File: config.mk
export PLATFORM = sky130hd
export DESIGN_NAME = uclk_cmd_responder
export DESIGN_NICKNAME = d
export VERILOG_FILES = /design/src/rtl/uclk_cmd_responder.sv
export SDC_FILE = /design/constraint.sdc
export NUM_CORES = 1
export LEC_CHECK = 0
export CAP_MARGIN = 20
export CORE_MARGIN = 2
export CORE_UTILIZATION = 43
export CTS_CLUSTER_DIAMETER = 100
export DETAILED_ROUTE_END_ITERATION = 6
export MAX_ROUTING_LAYER = met4
export PLACE_DENSITY = 0.87
export SLEW_MARGIN = 20
export SYNTH_ARGS = -nofsm -noshare
export SYNTH_HDL_FRONTEND = slang
export SYNTH_SLANG_ARGS = --single-unit
File: constraint.sdc
create_clock -name clk -period 2.4 [get_ports clk]
set_input_delay 0.24 -clock clk [delete_from_list [all_inputs] [get_ports clk]]
set_output_delay 0.24 -clock clk [all_outputs]
set_load 0.02 [all_outputs]
File: src/rtl/uclk_cmd_responder.sv
// ---------------------------------------------------------------------------
// uclk_cmd_responder
//
// Responder side of the user-clock frequency command CSR protocol.
// Software writes FREQ_CMD0 to request one IOPLL reconfiguration access
// (read, write, or masked read-modify-write). This block runs that access
// as an Avalon-MM master and reports the outcome in FREQ_STS0, together
// with the echoed sequence number and the synchronised PLL lock status.
// FREQ_CMD1 carries the user clock select.
//
// Parameters
//   TIMEOUT_CYCLES  cycles allowed in one Avalon phase before the access
//                   is abandoned and flagged in sts0[61]
//   RMW_MASK        bits taken from the command data on a masked write;
//                   the rest come from the value read back
//
// Ports
//   clk                 single clock for the CSR and Avalon-MM side
//   rst_n               asynchronous active-low reset
//   cmd0_wr/cmd0_wdata  FREQ_CMD0 write strobe and data
//   cmd1_wr/cmd1_wdata  FREQ_CMD1 write strobe and data
//   sts0                FREQ_STS0 read value
//   sel_clk             clock select, CMD1[32]
//   mgmt_reset          CMD0[56], registered
//   iopll_reset         CMD0[57], registered
//   avmm_rst_n          CMD0[52], registered
//   pll_locked          IOPLL lock, asynchronous to clk
//   avmm_*              Avalon-MM master to the IOPLL reconfig slave
// ---------------------------------------------------------------------------
module uclk_cmd_responder #(
    parameter int unsigned TIMEOUT_CYCLES = 1024,
    parameter logic [31:0] RMW_MASK       = 32'h0000_01FF
) (
    input  logic        clk,
    input  logic        rst_n,
    input  logic        cmd0_wr,
    input  logic [63:0] cmd0_wdata,
    input  logic        cmd1_wr,
    input  logic [63:0] cmd1_wdata,
    output logic [63:0] sts0,
    output logic        sel_clk,
    output logic        mgmt_reset,
    output logic        iopll_reset,
    output logic        avmm_rst_n,
    input  logic        pll_locked,
    output logic [9:0]  avmm_address,
    output logic        avmm_write,
    output logic        avmm_read,
    output logic [31:0] avmm_writedata,
    input  logic [31:0] avmm_readdata,
    input  logic        avmm_readdatavalid,
    input  logic        avmm_waitrequest
);

    typedef enum logic [2:0] {
        ST_IDLE,
        ST_RD_REQ,
        ST_RD_WAIT,
        ST_WR_REQ,
        ST_DONE
    } state_t;

    localparam int unsigned      CNT_W    = $clog2(TIMEOUT_CYCLES) + 1;
    localparam logic [CNT_W-1:0] TMO_LAST = CNT_W'(TIMEOUT_CYCLES - 1);

    // ---------------------------------------------------------------
    // CMD0 field decode
    // ---------------------------------------------------------------
    logic [31:0] cmd_data;
    logic [9:0]  cmd_addr;
    logic        cmd_write;
    logic [1:0]  cmd_seq;
    logic        cmd_mask;
    logic        cmd_rstn;

    assign cmd_data  = cmd0_wdata[31:0];
    assign cmd_addr  = cmd0_wdata[41:32];
    assign cmd_write = cmd0_wdata[44];
    assign cmd_seq   = cmd0_wdata[49:48];
    assign cmd_mask  = cmd0_wdata[51];
    assign cmd_rstn  = cmd0_wdata[52];

    logic unused_cmd_bits;
    assign unused_cmd_bits = ^{cmd0_wdata[63:58], cmd0_wdata[55:53],
                               cmd0_wdata[50], cmd0_wdata[47:45],
                               cmd0_wdata[43:42], cmd1_wdata[63:33],
                               cmd1_wdata[31:0]};

    // ---------------------------------------------------------------
    // State
    // ---------------------------------------------------------------
    state_t           state_q;
    state_t           state_d;
    logic [CNT_W-1:0] tmo_cnt;

    logic [31:0] data_q;
    logic [9:0]  addr_q;
    logic        write_q;
    logic        mask_q;
    logic [1:0]  seq_q;
    logic [31:0] rdata_q;
    logic        err_q;
    logic [1:0]  last_seq;

    logic [31:0] sts_data;
    logic [9:0]  sts_addr;
    logic        sts_write;
    logic [1:0]  sts_seq;
    logic        sts_err;

    logic        lock_meta;
    logic        lock_sync;

    logic        start;
    logic        rmw;
    logic        abort;
    logic        tmo;
    logic        set_err;
    logic        rd_capture;

    // A new sequence number seen while idle is the only thing that starts
    // a transaction; anything else on CMD0 just refreshes the control bits.
    assign start = cmd0_wr && (state_q == ST_IDLE) && (cmd_seq != last_seq);
    assign rmw   = write_q && mask_q;

    // Dropping avmm_rst_n while busy kills the access immediately; the
    // request lines are gated off in the same cycle the flop goes low.
    assign abort = !avmm_rst_n;
    assign tmo   = (tmo_cnt == TMO_LAST);

    assign avmm_address   = addr_q;
    assign avmm_writedata = rmw ? ((rdata_q & ~RMW_MASK) | (data_q & RMW_MASK))
                                : data_q;

    // ---------------------------------------------------------------
    // FSM state register
    // ---------------------------------------------------------------
    always_ff @(posedge clk or negedge rst_n) begin
        if (!rst_n) begin
            state_q <= ST_IDLE;
        end else begin
            state_q <= state_d;
        end
    end

    // ---------------------------------------------------------------
    // FSM next state and Avalon requests
    // ---------------------------------------------------------------
    always_comb begin
        state_d    = state_q;
        avmm_read  = 1'b0;
        avmm_write = 1'b0;
        set_err    = 1'b0;
        rd_capture = 1'b0;

        case (state_q)
            ST_IDLE: begin
                if (start && cmd_rstn) begin
                    state_d = (!cmd_write || cmd_mask) ? ST_RD_REQ : ST_WR_REQ;
                end
            end

            ST_RD_REQ: begin
                if (abort) begin
                    state_d = ST_DONE;
                    set_err = 1'b1;
                end else begin
                    avmm_read = 1'b1;
                    if (!avmm_waitrequest) begin
                        state_d = ST_RD_WAIT;
                    end else if (tmo) begin
                        state_d = ST_DONE;
                        set_err = 1'b1;
                    end
                end
            end

            ST_RD_WAIT: begin
                if (abort) begin
                    state_d = ST_DONE;
                    set_err = 1'b1;
                end else if (avmm_readdatavalid) begin
                    rd_capture = 1'b1;
                    state_d    = rmw ? ST_WR_REQ : ST_DONE;
                end else if (tmo) begin
                    state_d = ST_DONE;
                    set_err = 1'b1;
                end
            end

            ST_WR_REQ: begin
                if (abort) begin
                    state_d = ST_DONE;
                    set_err = 1'b1;
                end else begin
                    avmm_write = 1'b1;
                    if (!avmm_waitrequest) begin
                        state_d = ST_DONE;
                    end else if (tmo) begin
                        state_d = ST_DONE;
                        set_err = 1'b1;
                    end
                end
            end

            ST_DONE: begin
                state_d = ST_IDLE;
            end

            default: begin
                state_d = ST_IDLE;
            end
        endcase
    end

    // ---------------------------------------------------------------
    // Per-phase timeout counter: restarts on every state change and
    // saturates so it cannot wrap while parked in IDLE.
    // ---------------------------------------------------------------
    always_ff @(posedge clk or negedge rst_n) begin
        if (!rst_n) begin
            tmo_cnt <= '0;
        end else if (state_d != state_q) begin
            tmo_cnt <= '0;
        end else if (!tmo) begin
            tmo_cnt <= tmo_cnt + CNT_W'(1);
        end
    end

    // ---------------------------------------------------------------
    // Control bits: follow every CMD0 write, busy or not
    // ---------------------------------------------------------------
    always_ff @(posedge clk or negedge rst_n) begin
        if (!rst_n) begin
            avmm_rst_n  <= 1'b0;
            mgmt_reset  <= 1'b0;
            iopll_reset <= 1'b0;
        end else if (cmd0_wr) begin
            avmm_rst_n  <= cmd0_wdata[52];
            mgmt_reset  <= cmd0_wdata[56];
            iopll_reset <= cmd0_wdata[57];
        end
    end

    always_ff @(posedge clk or negedge rst_n) begin
        if (!rst_n) begin
            sel_clk <= 1'b0;
        end else if (cmd1_wr) begin
            sel_clk <= cmd1_wdata[32];
        end
    end

    always_ff @(posedge clk or negedge rst_n) begin
        if (!rst_n) begin
            lock_meta <= 1'b0;
            lock_sync <= 1'b0;
        end else begin
            lock_meta <= pll_locked;
            lock_sync <= lock_meta;
        end
    end

    // ---------------------------------------------------------------
    // Transaction context, read capture and status publication
    // ---------------------------------------------------------------
    always_ff @(posedge clk or negedge rst_n) begin
        if (!rst_n) begin
            data_q    <= '0;
            addr_q    <= '0;
            write_q   <= 1'b0;
            mask_q    <= 1'b0;
            seq_q     <= '0;
            rdata_q   <= '0;
            err_q     <= 1'b0;
            last_seq  <= '0;
            sts_data  <= '0;
            sts_addr  <= '0;
            sts_write <= 1'b0;
            sts_seq   <= '0;
            sts_err   <= 1'b0;
        end else begin
            if (start) begin
                data_q  <= cmd_data;
                addr_q  <= cmd_addr;
                write_q <= cmd_write;
                mask_q  <= cmd_mask;
                seq_q   <= cmd_seq;
                err_q   <= 1'b0;
                sts_err <= 1'b0;
                // With the Avalon side held in reset there is nothing to
                // execute: acknowledge the sequence number straight away.
                if (!cmd_rstn) begin
                    sts_data  <= '0;
                    sts_addr  <= cmd_addr;
                    sts_write <= cmd_write;
                    sts_seq   <= cmd_seq;
                    last_seq  <= cmd_seq;
                end
            end

            if (set_err) begin
                err_q <= 1'b1;
            end

            if (rd_capture) begin
                rdata_q <= avmm_readdata;
            end

            if (state_q == ST_DONE) begin
                if (err_q) begin
                    sts_data <= '0;
                end else if (write_q && !mask_q) begin
                    sts_data <= data_q;
                end else begin
                    sts_data <= rdata_q;
                end
                sts_addr  <= addr_q;
                sts_write <= write_q;
                sts_seq   <= seq_q;
                sts_err   <= err_q;
                last_seq  <= seq_q;
            end
        end
    end

    // ---------------------------------------------------------------
    // FREQ_STS0 assembly
    // ---------------------------------------------------------------
    always_comb begin
        sts0        = '0;
        sts0[31:0]  = sts_data;
        sts0[41:32] = sts_addr;
        sts0[44]    = sts_write;
        sts0[49:48] = sts_seq;
        sts0[52]    = avmm_rst_n;
        sts0[56]    = mgmt_reset;
        sts0[57]    = iopll_reset;
        sts0[60]    = lock_sync;
        sts0[61]    = sts_err;
    end

endmodule

==> results by group, run 1 <==
Status
  • Status: finished, final reports clean

Global routing
  • Pin count of the biggest net entering global routing: roughly 150
  • Initial antenna violation count: 0
  • Global-route wire length before repair: around 27000 um
  • Total GRT Usage: 21.6%
  • Overflow after GRT: 0
  • Number of global-route vias before repair: between 5k and 6k

Detailed routing
  • Number of routed nets with antenna violations: 0
  • Met1 wire length: 6970 um
  • Via-to-Cell Ratio: 5.31
  • Drt first-iter violations: 355
  • DR top layer: met4
  • DR pass1 iterations: 4
  • Via count: 4770
  • Routed length on met3: a little over 900 um
  • Routed len/inst: 18.9 um
  • Total Routed Length: 17000 um
  • Met2 wire len: 8780 um
  • DRC viols: 0

Synth
  • Yosys warning count: 0
  • Sequential area share after synthesis: 53.6%
  • Post-synth top area share: 53.6%
  • Post-synth top area cell: dfrtp_1
  • Ranking of synthesized cells by area: dfrtp_1, mux2_2, mux2i_1
  • Cells after Synth: 500
  • Syn Area/Cell: 13.5 um^2
  • Ys flop type: dfrtp_1
  • Yosys reg bits: 145
  • Synthesized area: 6770 um^2
  • EDFF count, synth: 0
  • Most numerous cell in the Yosys netlist: dfrtp_1
  • Post-synth top cells: dfrtp_1, mux2_2, mux2i_1
  • Post-synthesis async set-or-reset flop share: 100%
  • Synth unique cells: 52

Flow run
  • Max-capacitance violation count: 0

CTS
  • H-tree levels: 4
  • TritonCTS Buffers: 17
  • CTS clk-pin slew, worst paths: 0.06 ns
  • Clk_lat worst skew: 0.42 ns
  • CTS max path bufs: 2
  • CTS root buf: clkbuf_16
  • CTS tree: built
  • Clk sinks: 145

Worst setup path
  • Max FO, Critical Path: 23
  • Data required, critical path: between 2 and 2.5 ns
  • Crit Path Category: flop to primary output
  • Arrival @ worst endpoint: 2.09 ns
  • Endpoint class of the critical path: primary output
  • Worst reg-to-reg setup slack: 0.27 ns
  • CP Launch Type: flop

Timing
  • Fin crit share: 97.0%
  • Minimum clock period: 2.33 ns
  • Worst slew pin tran: about 0.86 ns
  • Max Clk Rate: ~430 MHz
  • Final setup vio count: 0
  • Hold_ws: 0.271 ns
  • Setup_tns: 0 ns
  • Unrepaired setup endpoints after global routing: no
  • Clock skew: 0.00688 ns
  • Final Max Tran Viols: 0
  • Final Hold Fails: 0
  • Worst slew margin: 42.9%

Cells and area
  • Non-filler cells, final: between 800 and 900
  • Final net count: 843
  • Area Overhead vs Synth: 39.4%
  • Share of layout cells above drive strength 1: approximately 28%
  • Diodes inserted: 0

Floorplanning
  • Die Span Y: about 130 um
  • I/O Pins: 279
  • Chip Width: around 130 um
  • Core area: 15300 um^2
  • Initial Utilization: 44.2%
  • Die area: 16800 um^2
  • Rows: 45

Power
  • Max IR drop VDD: approximately 0.75 mV
  • PwrDens: 1350 nW/um^2
  • Post-layout power: 12.8 mW
  • Leak pwr: 4.21 nW

Place
  • RD Place Congestion: 0.861
  • IO buf count: 186
  • Post-DP HPWL: approximately 11000 um
  • Inst Count DP: around 870

Worst hold path
  • Worst Hold Class: input pin to flop
stage by stage:
| stage | instance area [um^2] | worst slack, ns | util [%] |
|---|---|---|---|
| after floorplan | 6820 | 0.549 | - |
| after global placement | 8750 | 0.183 | 57.1 |
| after detailed placement | 8750 | 0.131 | 57.1 |
| after CTS | 9430 | 0.0495 | 61.6 |
| after global routing | 9440 | 0.00483 | 61.6 |
| final | 9440 | 0.0716 | 61.6 |
path summary, 6_finish.rpt:
path / from / end / cells past startpoint
setup / recovery: write_q / avmm_writedata[20] / 4
hold / removal: pll_locked / lock_meta / 1
setup reg to reg: tmo_cnt[0] / tmo_cnt[1] / 5
hold reg to reg: lock_meta / lock_sync / 0
max in group asynchronous: rst_n / data_q[29] / 3
min in group asynchronous: rst_n / mgmt_reset / 3
layer usage:
metal	track usage, %	vias up
li1	-	2147
met1	26.7	2429
met2	35.1	170
met3	5.90	24
met4	6.14	0
met5	-	-
power breakdown:
part	switching (mW)	leakage, nW	internal [mW]
registers	0.721	1.83	3.41
logic	2.69	2.03	2.91
clock network	0.989	0.343	2.05
total	4.40	4.21	8.37
area by class of cell:
cell class | instances | area, um^2
inverter | 5 | 18.8
timing repair buffer | 203 | 2030
sequential | 145 | 3630
multi-input combinational | 303 | 2810
tap | 211 | 264
fill | 1167 | 5880
clock buffer | 21 | 480
clock inverter | 11 | 205
critical path, cell delays in order (launching register included):
cell and delay (ns):
dfrtp_1 0.42, nand2_2 0.15, buf_12 0.20, mux2_2 0.35
clkdlybuf4s50_1 0.53
cells by family after synthesis:
family | count (synthesis) | synth area share (%)
fa+ha+maj | 1 | 0.185
flops | 145 | 53.6
other cells | 1 | 0.0554
mux | 165 | 27.1
compound gates | 64 | 7.69
buf+inv | 65 | 5.95
simple gates | 54 | 4.82
xor+xnor | 5 | 0.647
sequential cells by signal, summed over array words and instances, names as in the netlist, 2 cells and up:
name,count
rdata_q,32
sts_data,32
tmo_cnt,11
sts_addr,10
seq_q,2
sts_seq,2
state_q,3
data_q,32
avmm_address,10
cell usage in the layout (no fill, tap or decap), drive strengths merged, types with 2 or more instances in the layout:
master and n:
o2bb2ai 32, o311ai 2, nor2b 3, mux2i 35
inv 5, clkdlybuf4s50 165, clkinv 5, dlygate4sd2 16
o2111ai 4, nor4 10, and3 2, nand2b 3
o21a 3, mux2 130, buf 17, dfrtp 145
o31ai 3, conb 14, xor2 4, o21ai 9
nand2 11, bufinv 6, clkbuf 21, nand3 5
a2111oi 2, a22oi 2, nand4 3, nand4b 2
dlymetal6s2s 4, nand3b 2, nor3 2, nor2 6
what timing repair did:
action	in CTS	in global routing
setup buffers	0	0
setup endpoints to repair	22	6
endpoints found under the hold margin	105	0
hold buffers	1	0
gates resized for setup	17	5
(Power assumes the default switching activity.)
==> inputs of run 2 (changes only) <==
--- a/config.mk
+++ b/config.mk
@@ -12,7 +12,8 @@
 export DETAILED_ROUTE_END_ITERATION = 6
 export MAX_ROUTING_LAYER = met4
 export PLACE_DENSITY = 0.87
-export SLEW_MARGIN = 20
+export RECOVER_POWER = 25
+export SLEW_MARGIN = 10
 export SYNTH_ARGS = -nofsm -noshare
 export SYNTH_HDL_FRONTEND = slang
 export SYNTH_SLANG_ARGS = --single-unit
==> run 2 against run 1 <==
  * Global-route usage did not move
  * Fmax barely moved
  * Combinational power barely moved
  * Core utilization fell by 0.090 points
  * Cell count did not move
  * Count of clock-buffer cells in the layout did not move
  * Sequential power barely moved
  * Final area fell by 0.15%
  * Critical endpoint unchanged
==> results by group, run 2 (synthesized netlist as in run 1, its figures left out) <==
Status
  • Status: finished, final reports clean

Power
  • Max IR drop VDD: 0.748 mV
  • Reg power frac: 32.3%
  • Post-layout power: around 13 mW
  • Internal power: ~8.4 mW
  • Switch Pwr: roughly 4.4 mW
  • PwrDens: approximately 1400 nW/um^2
  • Comb pwr share: 43.8%
  • Clock power frac: 23.8%
  • Leak pwr: 4.20 nW
  • Net Sw Frac: 34.4%

CTS
  • Clk sinks: 145
  • CTS root buf: clkbuf_16
  • Clk_lat worst skew: 0.42 ns
  • CTS clk-pin slew, worst paths: 0.06 ns
  • CTS tree: built
  • H-tree levels: 4
  • CTS max path bufs: 2
  • Setup bufs post-CTS: 0
  • TritonCTS Buffers: 17

Timing
  • Minimum clock period: 2.33 ns
  • Unrepaired setup endpoints after global routing: no
  • Setup_tns: 0 ns
  • Clock skew: about 0.0070 ns
  • Final Hold Fails: 0
  • Worst slew margin: roughly 8.5%
  • Max Clk Rate: 430 MHz
  • Fin crit share: about 97%
  • Final Max Tran Viols: 0
  • Final setup vio count: 0
  • Worst slew pin tran: 1.37 ns

Cells and area
  • Largest regs: data_q: 32 flops, rdata_q: 32 flops, sts_data: 32 flops
  • Area Overhead vs Synth: 39.2%
  • Final design utilization: 61.5%
  • Diodes inserted: 0
  • Most common cell after layout, fill and taps aside: clkdlybuf4s50_1
  • Share of layout cells above drive strength 1: 27.3%
  • Non-filler cells, final: 899
  • Most frequent cells in the layout: clkdlybuf4s50_1, dfrtp_1, mux2_2, mux2i_1, o2bb2ai_1
  • # fillers: between 1k and 1.5k
  • Final net count: around 840

Global routing
  • Global-route wire length before repair: 27000 um
  • Initial antenna violation count: 0
  • Total GRT Usage: 21.6%
  • Number of global-route vias before repair: 5119
  • Overflow after GRT: 0
  • Pin count of the biggest net entering global routing: between 100 and 150

Floorplanning
  • Core area: 15300 um^2
  • Die area: roughly 17000 um^2
  • Initial Utilization: approximately 44%
  • Rows: 45
  • I/O Pins: between 200 and 300
  • Chip Width: 129 um
  • Die Span Y: approximately 130 um

Worst setup path
  • Crit Path Category: flop to primary output
  • Critical-path top delay cell: clkdlybuf4s50_1
  • Data required, critical path: 2.16 ns
  • Arrival @ worst endpoint: 2.09 ns
  • Crit-path cells: nand2_2 > buf_12 > mux2_2 > clkdlybuf4s50_1
  • Slowest stage delay, CP: 0.53 ns
  • Max FO, Critical Path: 23
  • CP Launch Type: flop
  • Endpoint class of the critical path: primary output

Detailed routing
  • DR pass1 iterations: 4
  • Number of routed nets with antenna violations: 0
  • Total Routed Length: about 17000 um
  • Via-to-Cell Ratio: around 5.3
  • Drt first-iter violations: approximately 340
  • Routed len/inst: around 19 um
  • Via count: 4780
  • DRC viols: 0

Place
  • RD Place Congestion: 0.861
  • IO buf count: 186
  • Inst Count DP: ~870
  • Post-DP HPWL: roughly 11000 um

Worst hold path
  • Worst Hold Class: flop to flop

Flow run
  • Max-capacitance violation count: 0
run 2: changes by cell type in the layout (fill, tap and decap cells not counted):
cell and change:
clkbuf_1 +1, clkdlybuf4s25_1 +1, buf_12 -1, clkdlybuf4s50_1 -2
buf_4 -1, dlygate4sd3_1 +2
run 2: cell type report:
type / count / area, um^2 / area share (%)
inverter: 5 / 18.8 / 0.199
tap: 211 / 264 / 2.80
sequential: 145 / 3630 / 38.5
clock buffer: 21 / 480 / 5.10
timing repair buffer: 203 / 2020 / 21.4
multi-input combinational: 303 / 2810 / 29.8
clock inverter: 11 / 205 / 2.18
run 2: repair_timing:
| item | CTS | global route |
|---|---|---|
| resized for setup | 17 | 5 |
| endpoints found under the setup margin | 22 | 6 |
| endpoints found under the hold margin | 105 | 0 |
| hold buffers | 1 | 0 |
run 2: per-stage QoR:
step,hold WS (ns),setup slack (ns),instance area [um^2]
4_1_cts,0.260,0.0495,9430
6_report,0.361,0.0739,9430
3_3_place_gp,0.335,0.183,8750
3_5_place_dp,0.352,0.131,8750
5_1_grt,0.367,0.00483,9430
2_1_floorplan,-0.0556,0.549,6820
run 2: path summary, 6_finish.rpt:
check / from / end / slack [ns] / cells after the start
setup / recovery: write_q / avmm_writedata[20] / 0.07 / 4
hold / removal: lock_meta / lock_sync / 0.36 / 0
setup reg to reg: tmo_cnt[0] / tmo_cnt[10] / 0.27 / 5
hold reg to reg: lock_meta / lock_sync / 0.36 / 0
max in group asynchronous: rst_n / data_q[29] / 0.60 / 3
min in group asynchronous: rst_n / mgmt_reset / 0.82 / 3
run 2: power by group through the flow:
stage / sequential (mW) / combinational [mW] / clock (mW)
2_1_floorplan: 4.32 / 3.27 / 0
3_3_place_gp: 4.03 / 5.66 / 0
3_5_place_dp: 4.13 / 5.78 / 0
4_1_cts: 4.12 / 5.67 / 3.09
5_1_grt: 4.26 / 5.95 / 3.22
6_report: 4.13 / 5.59 / 3.04
run 2: metal layers:
layer,up-vias,part of all wire (%),track usage [%]
met5,-,0,-
met4,0,1.8,6.14
met3,28,5.8,5.90
met2,180,52,35.1
met1,2425,41,26.7
li1,2147,-,-
run 2: critical path: cells and delay by family, from the launching register on:
kind,cells,cell delay (ns)
and+or+nand+nor,1,0.15
muxes,1,0.35
DFF,1,0.42
buffers and inverters,2,0.73
==> edit 1: new RTL, config.mk and constraints of run 1 <==
Set the parameter `TIMEOUT_CYCLES` to 4096 (it was 1024).
--- a/src/rtl/uclk_cmd_responder.sv
+++ b/src/rtl/uclk_cmd_responder.sv
@@ -28,7 +28,7 @@
 //   avmm_*              Avalon-MM master to the IOPLL reconfig slave
 // ---------------------------------------------------------------------------
 module uclk_cmd_responder #(
-    parameter int unsigned TIMEOUT_CYCLES = 1024,
+    parameter int unsigned TIMEOUT_CYCLES = 4096,
     parameter logic [31:0] RMW_MASK       = 32'h0000_01FF
 ) (
     input  logic        clk,
Behaviour: no difference found for any inputs over 4 cycles, from zero or initial values and one cycle with rst_n low; that may be too few to reach the edited logic, so the function may still have changed.
==> edit 1 against run 1 <==
Synthesized area increased by 1.3%. Routed wire length increased by 5.2%. Non-clock buffer count increased by 3. Worst setup slack got worse by 0.011 ns. Combinational power increased by 5.5%. Sequential cell count increased by 2. Core utilization decreased by 0.97 points. Count of clock-buffer cells in the layout increased by 3. Total power increased by 1.7%. Design area increased by 0.98%. Critical path type unchanged. Largest power group unchanged.
==> edit 1: results (changes against run 1) <==
largest net degree at the start of global routing 68 (-53%); initial antenna violation count 0 (unchanged); first-pass GRT wire length 27.4 mm (+1.6%); H-tree depth 4 (unchanged); HPWL after DPL 12.3 mm (+7.9%); dpl cells 893 (+3.1%); Adder-Cell Fraction of Synth Area 0.00182 (-0.0000243); Slowest-stage cell, CP clkdlybuf4s50_1; First-pass DRT Iterations 6 (+2); RR Startpoint state_q[1]; placed cell area 8870 µm² (+1.4%); dpl ws 0.154 ns (+0.0224 ns); Skew-Pair Late Insertion Delay 0.42 ns (about the same); Worst Hold Class primary input to flop; Total GRT Usage 0.219 (+0.00266); crit-path max cell delay 0.54 ns; Post-layout nets 865 (+2.6%); syn avg cell area 13.2 µm² (-2.6%); final std cells w/o fill 926 (+3.0%); n_diodes 0 (unchanged); Seq/Total Area, Yosys 0.536 (about the same); status completed; Reg clk slew, reported paths 0.06 ns (about the same); CTS Buf Count 17 (unchanged); Post-Route WL 17.8 mm (+5.2%); Worst Setup EP avmm_writedata[18]; Achievable Freq 0.427 GHz (-0.48%); Cell variety after synth 51 (-1.9%); FFs w/ async S/R, synth 1.00 (unchanged); Compound-Gate Fraction of Synth Area 0.0861 (+0.00920); normalized max-slew margin 0.564 (+0.135); vias per inst 5.33 (+0.38%); Static Leak 4.33 nW (+3.0%); worst vdd ir 763 µV (+2.0%); mux share of post-synthesis cell area 0.264 (-0.00647); row cnt 46 (+2.2%); CTS Root Cell clkbuf_16; clk buf depth 2 (unchanged); Ys Warns 0 (unchanged); Crit Path Max Fanout 15 (-35%); hold path start pll_locked; Clock Skew 0.0110 ns (+0.00414 ns); Area contributors post-synth dfrtp_1 54%, mux2_2 21%, mux2i_1 5.3%, o2bb2ai_1 4.2%, buf_4 3.6%; layout cell share with drive strength beyond 1 0.263 (-0.0128); worst-case reg-to-reg path depth 4 (-1); Reg2Reg Setup Slack 0.13 ns (-0.14 ns); vias in the first global route 5,227 (+2.1%); worst hold slack 0.289 ns (+0.0176 ns); Arr. time, crit path between 2 and 2.5 ns; Post-synth top cells 147 x dfrtp_1, 128 x mux2_2, 36 x mux2i_1, 33 x buf_4, 33 x o2bb2ai_1; xor/xnor cell area share of the yosys netlist 0.00511 (-0.00136); switching share of power 0.357 (+0.0129); RePlAce Congestion 0.857 (-0.42%); DRT iter0 DRCs 212 (-40%); RR Endpoint rdata_q[29]
edit 1: cell count changes in the layout (fill, tap and decap cells not counted), sizes merged, moves of 7 or more:
cell | before | now
dlymetal6s2s | 4 | 13
a21oi | 1 | 9
nor4 | 10 | 2
nor3 | 2 | 10
dlygate4sd2 | 16 | 9
edit 1: cell families after synthesis:
| family | count (synthesis) |
|---|---|
| mux | 165 |
| flops | 147 |
| compound gates | 76 |
| buf+inv | 67 |
| simple gates | 59 |
| xor+xnor | 4 |
| fa+ha+maj | 1 |
| other cells | 1 |
edit 1: routing by layer:
layer | wire (µm) | GRT usage | vias up
li1 | - | - | 2232
met1 | 7130 | 0.245 | 2500
met2 | 9270 | 0.373 | 171
met3 | 1060 | 0.0648 | 29
met4 | 370 | 0.0778 | 0
met5 | 0 | - | -
edit 1: layout make-up:
cell class                 count  area [µm²]
fill                        1237        6180
sequential                   147        3680
multi-input combinational    319        2850
timing repair buffer         206        2090
clock buffer                  24         492
tap                          216         270
clock inverter                 8         123
inverter                       6        22.5
edit 1: what timing repair did:
action | 4_1_cts | 5_1_grt
gates cloned | 0 | 0
resized for setup | 11 | 16
hold buffers | 1 | 0
endpoints found under the hold margin | 64 | 0
endpoints found under the setup margin | 15 | 15
edit 1: power by group through the flow:
| stage | Combinational [mW] | Clock, mW | Sequential [mW] |
|---|---|---|---|
| floorplan | 3.14 | 0 | 4.65 |
| global placement | 5.88 | 0 | 4.22 |
| detailed placement | 6.04 | 0 | 4.33 |
| CTS | 6.00 | 2.81 | 4.32 |
| global route | 6.26 | 2.93 | 4.44 |
| finish | 5.91 | 2.76 | 4.32 |
==> edit 2: new RTL, flow settings as in run 1 <==
Made on the original files. The 5 states of `state_t` get a Gray code encoding in 3 bits.
--- a/src/rtl/uclk_cmd_responder.sv
+++ b/src/rtl/uclk_cmd_responder.sv
@@ -53,11 +53,11 @@
 );
 
     typedef enum logic [2:0] {
-        ST_IDLE,
-        ST_RD_REQ,
-        ST_RD_WAIT,
-        ST_WR_REQ,
-        ST_DONE
+        ST_IDLE    = 3'b000,
+        ST_RD_REQ  = 3'b001,
+        ST_RD_WAIT = 3'b011,
+        ST_WR_REQ  = 3'b010,
+        ST_DONE    = 3'b110
     } state_t;
 
     localparam int unsigned      CNT_W    = $clog2(TIMEOUT_CYCLES) + 1;
Formal check against the unedited RTL: same outputs for any inputs over 4 cycles, from zero or initial values and one cycle with rst_n low; so few cycles prove little.
==> edit 2 against run 1 <==
Sequential cell count did not move. Synthesized area fell by 2.1%. Routed wire length fell by 3.9%. Design area fell by 1.7%. Synthesized cell count rose by 9.8%. Final cell count rose by 2.8%. Worst setup slack improved by 0.031 ns. Clock power fell by 12%. Maximum frequency rose by 1.4%. Total power fell by 4.0%.
==> edit 2: results (changes against run 1) <==
worst-case reg-to-reg path depth 6 (+1); Cell Int Power 7.95 mW (-5.0%); multi-input combinational cell count 357 (+18%); vias in the first global route 4,893 (-4.4%); wire length on met3 1.16 mm (+26%); M1 GR Usage 0.258 (-0.00894); Static Leak 4.36 nW (+3.7%); Total GRT Usage 0.208 (-0.00772); invs w/o clock 2 (-3); Post-layout nets 891 (+5.7%); RR Endpoint sts_data[15]; GR met3 Demand/Resource 0.0680 (+0.00899); RR Startpoint state_q[1]; final period utilization 0.957 (-0.0131); DR WL met2 7.78 mm (-11%); Comb power frac 0.444 (+0.005); First-pass DRT Iterations 5 (+1); PwrDens 1320 nW/µm² (-2.3%); status completed; GRT met2 Usage 0.321 (-0.0301); Area contributors post-synth dfrtp_1 55%, mux2_2 18%, mux2i_1 6.9%, nand2_1 3.5%, buf_4 3.3%; placed cell area 8590 µm² (-1.8%); final std cells w/o fill 924 (+2.8%); worst hold slack 0.266 ns (-0.00500 ns); top-area cell type share of the netlist area 0.547 (+0.0113); number of fill cells 1,186 (+1.6%); n_diodes 1 (+1); Seq/Total Area, Yosys 0.547 (+0.0113); worst vdd ir 680 µV (-9.1%); layout cell share with drive strength beyond 1 0.212 (-0.0639); drt wl/cell 17.6 µm (-6.5%); Cell variety after synth 42 (-19%); non-clock buffer count 200 (-1.5%); Crit Path Max Fanout 12 (-48%); dpl ws 0.112 ns (-0.0192 ns); Seq/total area 0.391 (+0.00677); Arr. time, crit path 2.06 ns (-0.03 ns); Clock Skew 0.00659 ns (-0.000284 ns); initial antenna violation count 1 (+1); clock-cell share of area 0.0651 (-0.00751); NonClk Buf Share 0.227 (+0.0113); Post-synth top cells 145 x dfrtp_1, 104 x mux2_2, 61 x nand2_1, 46 x mux2i_1, 29 x buf_4; RePlAce Congestion 0.844 (-2.0%); final instance area 9280 µm² (-1.7%)
-- edit 2: cell count changes after synthesis, moves of 4 or more --
cell / change
nand2_1: +50
o21ai_0: +18
xnor2_1: +4
o21ai_1: +24
mux2_2: -21
nor3_1: +6
nor4_1: -8
nor2_1: +13
mux2i_1: +11
o2bb2ai_1: -31
mux2_4: -5
-- edit 2: repair_timing --
| action | in CTS | in global routing |
|---|---|---|
| pin swaps | 0 | 0 |
| endpoints found under the setup margin | 2 | 21 |
| resized for setup | 2 | 20 |
| endpoints found under the hold margin | 58 | 0 |
| hold buffers | 1 | 0 |
| cloned | 0 | 1 |
-- edit 2: kinds of logic after synthesis --
group | count (synthesis) | synth area share
AO/OA/AOI/OAI | 71 | 0.0613
XOR/XNOR | 6 | 0.00792
adder cells (fa/ha/maj) | 1 | 0.00189
buffers and inverters | 60 | 0.0566
flip-flops | 145 | 0.547
multiplexers | 150 | 0.246
other | 1 | 0.000565
AND/OR/NAND/NOR | 115 | 0.0785
